[src/rtl/rep_sequencer.sv]
// rep_sequencer: steps the combinational execute block through x86 string
// instructions (MOVS/CMPS-class, optional REP/REPE/REPNE prefix).
//
// Ports:
//   clk, rst_n (async, active low), flush (synchronous abort, no retirement)
//   start_valid/start_ready + rep_mode/cmp_kind/opc_in/size_in + ECX/ESI/EDI/EFLAGS in
//   mem_req_* : read request at (ESI, EDI); mem_rsp_* : read operands back
//   mem_wr_*  : write of execute result to EDI (non-compare forms only)
//   exe_*     : operands/flags/opcode to execute, exe_o_eflags/exe_opnd0_w back
//   done_valid/done_ready + ECX/ESI/EDI/EFLAGS out : retirement
module rep_sequencer (
  input  logic        clk,
  input  logic        rst_n,
  input  logic        flush,
  input  logic        start_valid,
  output logic        start_ready,
  input  logic [1:0]  rep_mode,
  input  logic        cmp_kind,
  input  logic [5:0]  opc_in,
  input  logic [1:0]  size_in,
  input  logic [31:0] ecx_in,
  input  logic [31:0] esi_in,
  input  logic [31:0] edi_in,
  input  logic [31:0] eflags_in,
  output logic        mem_req_valid,
  input  logic        mem_req_ready,
  output logic [31:0] mem_src_addr,
  output logic [31:0] mem_dst_addr,
  input  logic        mem_rsp_valid,
  input  logic [31:0] mem_rsp_opnd0,
  input  logic [31:0] mem_rsp_opnd1,
  output logic        mem_wr_valid,
  input  logic        mem_wr_ready,
  output logic [31:0] mem_wr_addr,
  output logic [31:0] mem_wr_data,
  output logic [5:0]  exe_opc,
  output logic [31:0] exe_eflags,
  output logic [31:0] exe_opnd0,
  output logic [31:0] exe_opnd1,
  input  logic [31:0] exe_o_eflags,
  input  logic [31:0] exe_opnd0_w,
  output logic        done_valid,
  input  logic        done_ready,
  output logic [31:0] ecx_out,
  output logic [31:0] esi_out,
  output logic [31:0] edi_out,
  output logic [31:0] eflags_out
);

  typedef enum logic [2:0] {IDLE, CHECK, REQ, WAIT, EXEC, DONE} state_e;

  localparam int DF_BIT = 10;
  localparam int ZF_BIT = 6;

  state_e      state_q, state_d;
  logic [1:0]  rep_q, rep_d;
  logic        cmp_q, cmp_d;
  logic [5:0]  opc_q, opc_d;
  logic [1:0]  size_q, size_d;
  logic [31:0] ecx_q, ecx_d, esi_q, esi_d, edi_q, edi_d, efl_q, efl_d;
  logic [31:0] op0_q, op0_d, op1_q, op1_d;

  logic [31:0] step;
  logic        commit;
  logic        zf_new;

  always_comb begin
    case (size_q)
      2'b00:   step = 32'd1;
      2'b01:   step = 32'd2;
      default: step = 32'd4;
    endcase
  end

  // Compare forms never write, so they commit the first cycle in EXEC.
  assign commit = (state_q == EXEC) && (cmp_q || mem_wr_ready);
  assign zf_new = exe_o_eflags[ZF_BIT];

  always_comb begin
    state_d = state_q;
    rep_d   = rep_q;
    cmp_d   = cmp_q;
    opc_d   = opc_q;
    size_d  = size_q;
    ecx_d   = ecx_q;
    esi_d   = esi_q;
    edi_d   = edi_q;
    efl_d   = efl_q;
    op0_d   = op0_q;
    op1_d   = op1_q;
    case (state_q)
      IDLE: if (start_valid) begin
        // Encoding 11 is folded to "no prefix" at capture time.
        rep_d   = (rep_mode == 2'b11) ? 2'b00 : rep_mode;
        cmp_d   = cmp_kind;
        opc_d   = opc_in;
        size_d  = size_in;
        ecx_d   = ecx_in;
        esi_d   = esi_in;
        edi_d   = edi_in;
        efl_d   = eflags_in;
        state_d = CHECK;
      end
      CHECK: state_d = (rep_q != 2'b00 && ecx_q == '0) ? DONE : REQ;
      REQ:   if (mem_req_ready) state_d = WAIT;
      WAIT: if (mem_rsp_valid) begin
        op0_d   = mem_rsp_opnd0;
        op1_d   = mem_rsp_opnd1;
        state_d = EXEC;
      end
      EXEC: if (commit) begin
        efl_d = exe_o_eflags;
        // Direction comes from the flags in force for this iteration.
        esi_d = efl_q[DF_BIT] ? esi_q - step : esi_q + step;
        edi_d = efl_q[DF_BIT] ? edi_q - step : edi_q + step;
        if (rep_q != 2'b00) ecx_d = ecx_q - 32'd1;
        // Count exhaustion is tested first; either way the result is DONE.
        if (rep_q == 2'b00 || ecx_d == '0)          state_d = DONE;
        else if (cmp_q && rep_q == 2'b01 && !zf_new) state_d = DONE;
        else if (cmp_q && rep_q == 2'b10 && zf_new)  state_d = DONE;
        else                                         state_d = REQ;
      end
      DONE:    if (done_ready) state_d = IDLE;
      default: state_d = IDLE;
    endcase
  end

  always_ff @(posedge clk or negedge rst_n) begin
    if (!rst_n) begin
      state_q <= IDLE;
      rep_q   <= '0;
      cmp_q   <= 1'b0;
      opc_q   <= '0;
      size_q  <= '0;
      ecx_q   <= '0;
      esi_q   <= '0;
      edi_q   <= '0;
      efl_q   <= '0;
      op0_q   <= '0;
      op1_q   <= '0;
    end else if (flush) begin
      // Abort: architectural latches keep their values but are not retired.
      state_q <= IDLE;
    end else begin
      state_q <= state_d;
      rep_q   <= rep_d;
      cmp_q   <= cmp_d;
      opc_q   <= opc_d;
      size_q  <= size_d;
      ecx_q   <= ecx_d;
      esi_q   <= esi_d;
      edi_q   <= edi_d;
      efl_q   <= efl_d;
      op0_q   <= op0_d;
      op1_q   <= op1_d;
    end
  end

  assign start_ready   = (state_q == IDLE);
  assign mem_req_valid = (state_q == REQ);
  assign mem_src_addr  = esi_q;
  assign mem_dst_addr  = edi_q;
  assign mem_wr_valid  = (state_q == EXEC) && !cmp_q;
  assign mem_wr_addr   = edi_q;
  // Gated so the write bus reads 0 outside a write, including after reset.
  assign mem_wr_data   = mem_wr_valid ? exe_opnd0_w : '0;
  assign exe_opc       = opc_q;
  assign exe_eflags    = efl_q;
  assign exe_opnd0     = op0_q;
  assign exe_opnd1     = op1_q;
  assign done_valid    = (state_q == DONE);
  assign ecx_out       = ecx_q;
  assign esi_out       = esi_q;
  assign edi_out       = edi_q;
  assign eflags_out    = efl_q;

endmodule

[config.mk]
export PLATFORM = sky130hd
export DESIGN_NAME = rep_sequencer
export DESIGN_NICKNAME = d
export VERILOG_FILES = /design/src/rtl/rep_sequencer.sv
export SDC_FILE = /design/constraint.sdc
export NUM_CORES = 1
export LEC_CHECK = 0
export ABC_AREA = 1
export BUFFER_PORTS_ARGS = -buffer_cell sky130_fd_sc_hd__buf_2
export CORE_AREA = 2 2 248 250
export DETAILED_ROUTE_END_ITERATION = 8
export DIE_AREA = 0 0 250 252
export GPL_ROUTABILITY_DRIVEN = 0
export HOLD_SLACK_MARGIN = 0.06
export PLACE_DENSITY = 0.58
export SYNTH_ARGS = -nofsm -noshare
export SYNTH_HDL_FRONTEND = slang
export SYNTH_SLANG_ARGS = --single-unit
[constraint.sdc]
create_clock -name clk -period 4.3 [get_ports clk]
set_clock_uncertainty 0.05 [all_clocks]
set_input_delay 0.86 -clock clk [delete_from_list [all_inputs] [get_ports clk]]
set_output_delay 0.86 -clock clk [all_outputs]
set_load 0.005 [all_outputs]
### After elaboration in Yosys (flattened, before gate mapping)

Index checks and enable logic that the tools add are counted.

* add/sub/neg operators: 5
* $mul: 0
* divide/modulo/power cells: 0
* magnitude comparators: 0
* equality and inequality tests: 16
* shift-type cells: 0
* muxes and demuxes: 31
* bitwise gates (word level): 1
* reduce and logical (&&, ||, !) cells: 22

Operators by type and width (count)
* $mux 32: 14
* $pmux 32 s2: 4
* $add 32x32->32: 2
* $logic_not 32->1: 2
* $sub 32x32->32: 2
* $sub 32x1->32 const B: 1
* $mux 3: 10
* $pmux 3 s6: 1
* $ne 3x3->1 const B: 3
* $logic_and 1x1->1: 7
* $eq 3x2->1 const B: 2
* $eq 3x3->1 const B: 2
* $ne 3x2->1 const B: 2
* $pmux 3 s2: 1
* $reduce_and 3->1: 2
* $reduce_and 5->1: 1
* $eq 2x1->1 const B: 2
* $eq 2x2->1 const B: 2
* $logic_not 2->1: 2
* $ne 2x2->1 const B: 2
* $reduce_and 4->1: 1
* $reduce_bool 2->1: 2
* $eq 3x1->1 const B: 1
* $logic_not 3->1: 1
* other kinds (4): 6

* register bits after elaboration: 206
* bits in latches: 0
* RAM bits: 0
* bits in read-only memories: 0
* bits of input ports: 275
* output and inout bits: 362
* logic and storage cells: 86
* memories kept: 0

### Logic depth before layout (Yosys ltp)

* word-level depth: 10
* mapped depth: 18
* mapped depth without buffers: 18

### Worst setup path after synthesis

OpenSTA, ideal clock, no wires.

* path kind: register -> register
* from: reg efl_q[10] (netlist: eflags_out[10])
* to: reg edi_q[18] (netlist: edi_out[18])
* setup time: 0.124 ns
* data arrival time: 3.511 ns
* data required time: 4.126 ns
* path slack: 0.615 ns
* cell stages (with the launch flop): 15
* period minus slack after synthesis: 3.685 ns
* cell sequence: dfrtp_1 > o21ai_0 > fa_1 > nand3_1 > nand2_1 > a21oi_1 > inv_1 > a21oi_1 > nor2_1 > inv_1 > nand2_1 > nand2_1 > nand3_1 > o211ai_1 > nand2_1

* longest elaborated chain between the ends: 3

Ends and longest elaborated chain
* from (decl): line 60 `logic [31:0] ecx_q, ecx_d, esi_q, esi_d, edi_q, edi_d, efl_q, efl_d;`
* from (signal assigned): line 153 `efl_q <= efl_d;`
* $mux 32: line 115 `edi_d = efl_q[DF_BIT] ? edi_q - step : edi_q + step;`
* $mux 32: line 111 `EXEC: if (commit) begin`
* $pmux 32 s2: line 91 `case (state_q)`
* to (signal assigned): line 152 `edi_q <= edi_d;`
* to (decl): line 60

No other way between the ends. The select of a mux whose other input is x is not followed.
A chain may end at the register's enable or synchronous reset.

### Worst setup path after layout

* from: reg size_q[1]
* to: reg esi_q[30] (netlist: esi_out[30])

* longest elaborated chain between the ends: 6
* elaborated cells between the ends (all ways): 8

Ends and longest elaborated chain
* from (decl): line 59 `logic [1:0] size_q, size_d;`
* from (signal assigned): line 149 `size_q <= size_d;`
* $eq 2x1->1 or $logic_not 2->1 (tied branches): line 68 `case (size_q)`
* $pmux 3 s2 *: line 68
* $add 32x32->32 or $sub 32x32->32 (tied branches): line 114 `esi_d = efl_q[DF_BIT] ? esi_q - step : esi_q + step;`
* $mux 32 *: line 114
* $mux 32 *: line 111
* $pmux 32 s2 *: line 91
* to (signal assigned): line 151 `esi_q <= esi_d;`
* to (decl): line 60

Mark *: on every way between the ends. The rest lies on a longest branch, timed or not. The select of a mux whose other input is x is not followed.

==> metrics.md <==
| Metric | Value |
|---|---|
| Setup CP Type | reg -> reg |
| DRT Pass-1 Iters | 5 |
| Clock Power Share | 0.144 |
| Setup-failing EPs final | 0 |
| Status | finished, final reports clean |
| CP top delay family | simple AND/OR/NAND/NOR gates |
| Post-synth EDFFs | 0 |
| Register area | 0.00516 mm^2 |
| Die height | 252 um |
| Final hold vios | 0 |
| Mean Syn Cell Area | between 7 and 8 um^2 |
| Sw Pwr | a little over 0.008 W |
| Syn. warnings | 0 |
| Row Count | 90 |
| CTS buffer count | 27 |
| Leak Pwr | 9.84 nW |
| Total number of vias | 15300 |
| Vias in the first global route | 14100 |
| Crit path DAT | 3.83 ns |
| Post-synth top area cell | dfrtp_1 |
| DRC | 0 |
| Area delta synth->final | 27.1% |
| Placed cell count | 3244 |
| CTS tree | built |
| Maximum clock frequency | 0.291 GHz |
| Startpoint types | register |
| Worst slew pin tran | 1.00 ns |
| FILL cells | 6583 |
| Cell chain of the critical path | or2_2, ha_1, o21ai_0, fa_1, nand3_1, nand2_1, nand3_1, nand2_1, a21oi_1, o21ai_1, nand3_1, nand3_1, nand2_1, o21ai_0, nand2_1 |
| Max stage delay on crit path | around 0.6 ns |
| Max_slew headroom | 0.330 |
| Complex-gate fraction of the synthesized area | 0.157 |
| Synth Instances | 2004 |
| Synthesized-area fraction occupied by adder cells | 0.0562 |
| CTS clk-pin slew, worst paths | 0.06 ns |
| Mux share of post-synthesis cell area | 0.0482 |
| Leading register cell type out of synthesis | dfrtp_1 |
| Post-Synth Simple-Gate Area | 0.236 |
| Layout Nets | 2832 |
| Library cells used by synthesis | 51 |
| FF+latch count, synth | 206 |
| Sequential share of the synthesized area | 0.345 |
| Effective utilization at floorplan | 0.249 |
| Largest net degree at the start of global routing | 140 |
| Crit path buf inv count | 0 |
| Total Wirelength | 59.7 mm |
| Worst path required time | between 4 and 5 ns |
| First-pass GRT wire length | 86.6 mm |
| PortBufs | 636 |
| Top cells by count, synth | nand2_1 (409), nor2_1 (248), dfrtp_1 (206) |
| Int Pwr | ~0.0083 W |
| Resize count post-CTS | 0 |
| Worst hold path class | in -> async |
| Post-route setup TNS | 0 ns |
| Combinational power share | 0.608 |
| VDD IR max | 391 uV |
| Clock tree buffer depth | 3 |
| Total of max-cap violations | 0 |
| Grt total ovfl | 0 |
| Post-CTS Hold Buffers | 0 |
| Seq pwr share | 0.248 |
| Drt first-iter violations | approximately 1100 |
| Sw Share | 0.495 |
| Number of buffers added for setup after CTS | 0 |
| Top-count cell post-synth | nand2_1 |
| Power Dens Cells | 859 mW/mm^2 |
| Final Cycle Share | 0.799 |
| Post-Syn Area | 0.0150 mm^2 |
| Asr flop ratio synth | 1.00 |
| Final std cells w/o fill | 3296 |
| Synth area leaders | dfrtp_1 (34%), nand2_1 (10%), buf_4 (6.5%) |
| Clk Latency, worst-skew pair | about 0.56 ns |
| H-Tree Depth | 1 |
| Worst-path maximum fanout | 4 |
| Root Buffer | clkbuf_16 |
| Reg2reg setup slack | approximately 0.87 ns |
| Post-DP HPWL | 47.0 mm |
| Vias/cell | roughly 4.6 |
| Clock tree sinks | 206 |
| Unrepaired setup endpoints after global routing | false |
| Area of the multi-input gates | 0.00785 mm^2 |
| Synth Net Count | 2345 |
| Antenna violations before repair | 11 |
| Largest family of logic cells by synthesized area | simple AND/OR/NAND/NOR gates |
| Final count of pins violating max slew | 0 |
| Final ANT Viol Nets | 0 |
| Slowest-stage cell, CP | o21ai_0 |
| Area of the core | 0.0601 mm^2 |
| Die footprint | 0.0630 mm^2 |
| Endpoint class of the critical path | register |
| Post-layout min period | 3.43 ns |
| Total global routing track utilization | 0.178 |
| Wire per inst | 18.1 um |
| Xor/xnor share of the synthesized area | 0.0264 |
| Die width | 250 um |
| Post-synth top area share | 0.345 |
| Boundary Pins | 637 |
| Share of cells above drive strength 1 | 0.329 |
## final cells by class
| class | count | area share |
|---|---|---|
| multi-input combinational | 1411 | 0.413 |
| antenna | 3 | 0.000395 |
| inverter | 191 | 0.0378 |
| sequential | 206 | 0.271 |
| clock buffer | 36 | 0.0394 |
| tap | 782 | 0.0515 |
| clock inverter | 13 | 0.00816 |
| timing repair buffer | 654 | 0.178 |
## through the flow
step	setup slack, ns	instance area, um^2	utilization	hold slack, ns	total power [W]
detailed placement	0.837	18100	0.301	0.413	0.0139
finish	0.866	19000	0.316	0.238	0.0163
global route	0.535	19000	0.316	0.271	0.0178
CTS	0.867	19000	0.316	0.257	0.0164
global placement	0.900	18100	0.301	0.410	0.0140
floorplan	0.615	15000	-	0.414	0.0108
## worst paths after layout
| kind | start | endpoint | cells after the start |
|---|---|---|---|
| worst min register to register | exe_opc[1] | exe_opc[1] | 2 |
| worst max register to register | size_q[1] | esi_out[30] | 15 |
| min in group clk | exe_opc[1] | exe_opc[1] | 2 |
| worst min-delay path | rst_n | edi_out[20] | 1 |
| worst max-delay path | size_q[1] | esi_out[30] | 15 |
| max in group asynchronous | rst_n | exe_opnd1[25] | 2 |
## routing by layer
layer  global-route usage  wire [um]
met3               0.0304       3930
met1                0.240      26700
met2                0.296      27800
met4               0.0399       1320
met5                    0          9
## logic make-up after synthesis
kind of cell | Yosys count
AND/OR/NAND/NOR | 827
AO/OA/AOI/OAI | 409
buffers and inverters | 387
flip-flops | 206
adder cells (fa/ha/maj) | 66
multiplexers | 64
XOR/XNOR | 45
## state kept, by name, summed over array words and instances, names as in the netlist
register	flops
state_q	3
exe_opc	6
edi_out	32
rep_q	2
esi_out	32
exe_opnd0	32
exe_opnd1	32
eflags_out	32
ecx_out	32
size_q	2
cmp_q	1
## power groups by stage
stage	Sequential, W	Combinational [W]	Clock, W
finish	0.00405	0.00994	0.00234
global route	0.00419	0.0111	0.00249
CTS	0.00406	0.00991	0.00243
detailed placement	0.00409	0.00986	0
global placement	0.00407	0.00990	0
floorplan	0.00383	0.00695	0
## worst reg2reg max path: cells and delay by family, from the launching register on
kind,cells,cell delay [ns]
compound gates,4,1.14
flops,1,0.39
simple gates,9,1.14
fa+ha+maj,2,0.64
## placed cells by master, fill, tap and decap left out, types with 13 or more instances in the layout
| cell | instances |
|---|---|
| buf_2 | 635 |
| nand2_1 | 409 |
| nor2_1 | 246 |
| dfrtp_1 | 205 |
| inv_1 | 180 |
| o21ai_0 | 131 |
| a21oi_1 | 115 |
| nand3_1 | 75 |
| mux2_2 | 64 |
| ha_1 | 64 |
| a31oi_1 | 43 |
| xor2_1 | 29 |
| clkbuf_16 | 27 |
| nand4_1 | 25 |
| o22ai_1 | 23 |
| o21a_1 | 21 |
| nor2_2 | 18 |
| nor3_1 | 17 |
| xnor2_1 | 16 |
| o21ai_1 | 15 |
| o211ai_1 | 13 |
| a21o_1 | 13 |
| buf_4 | 13 |
No activity file was read; power rests on OpenSTA's default activity.
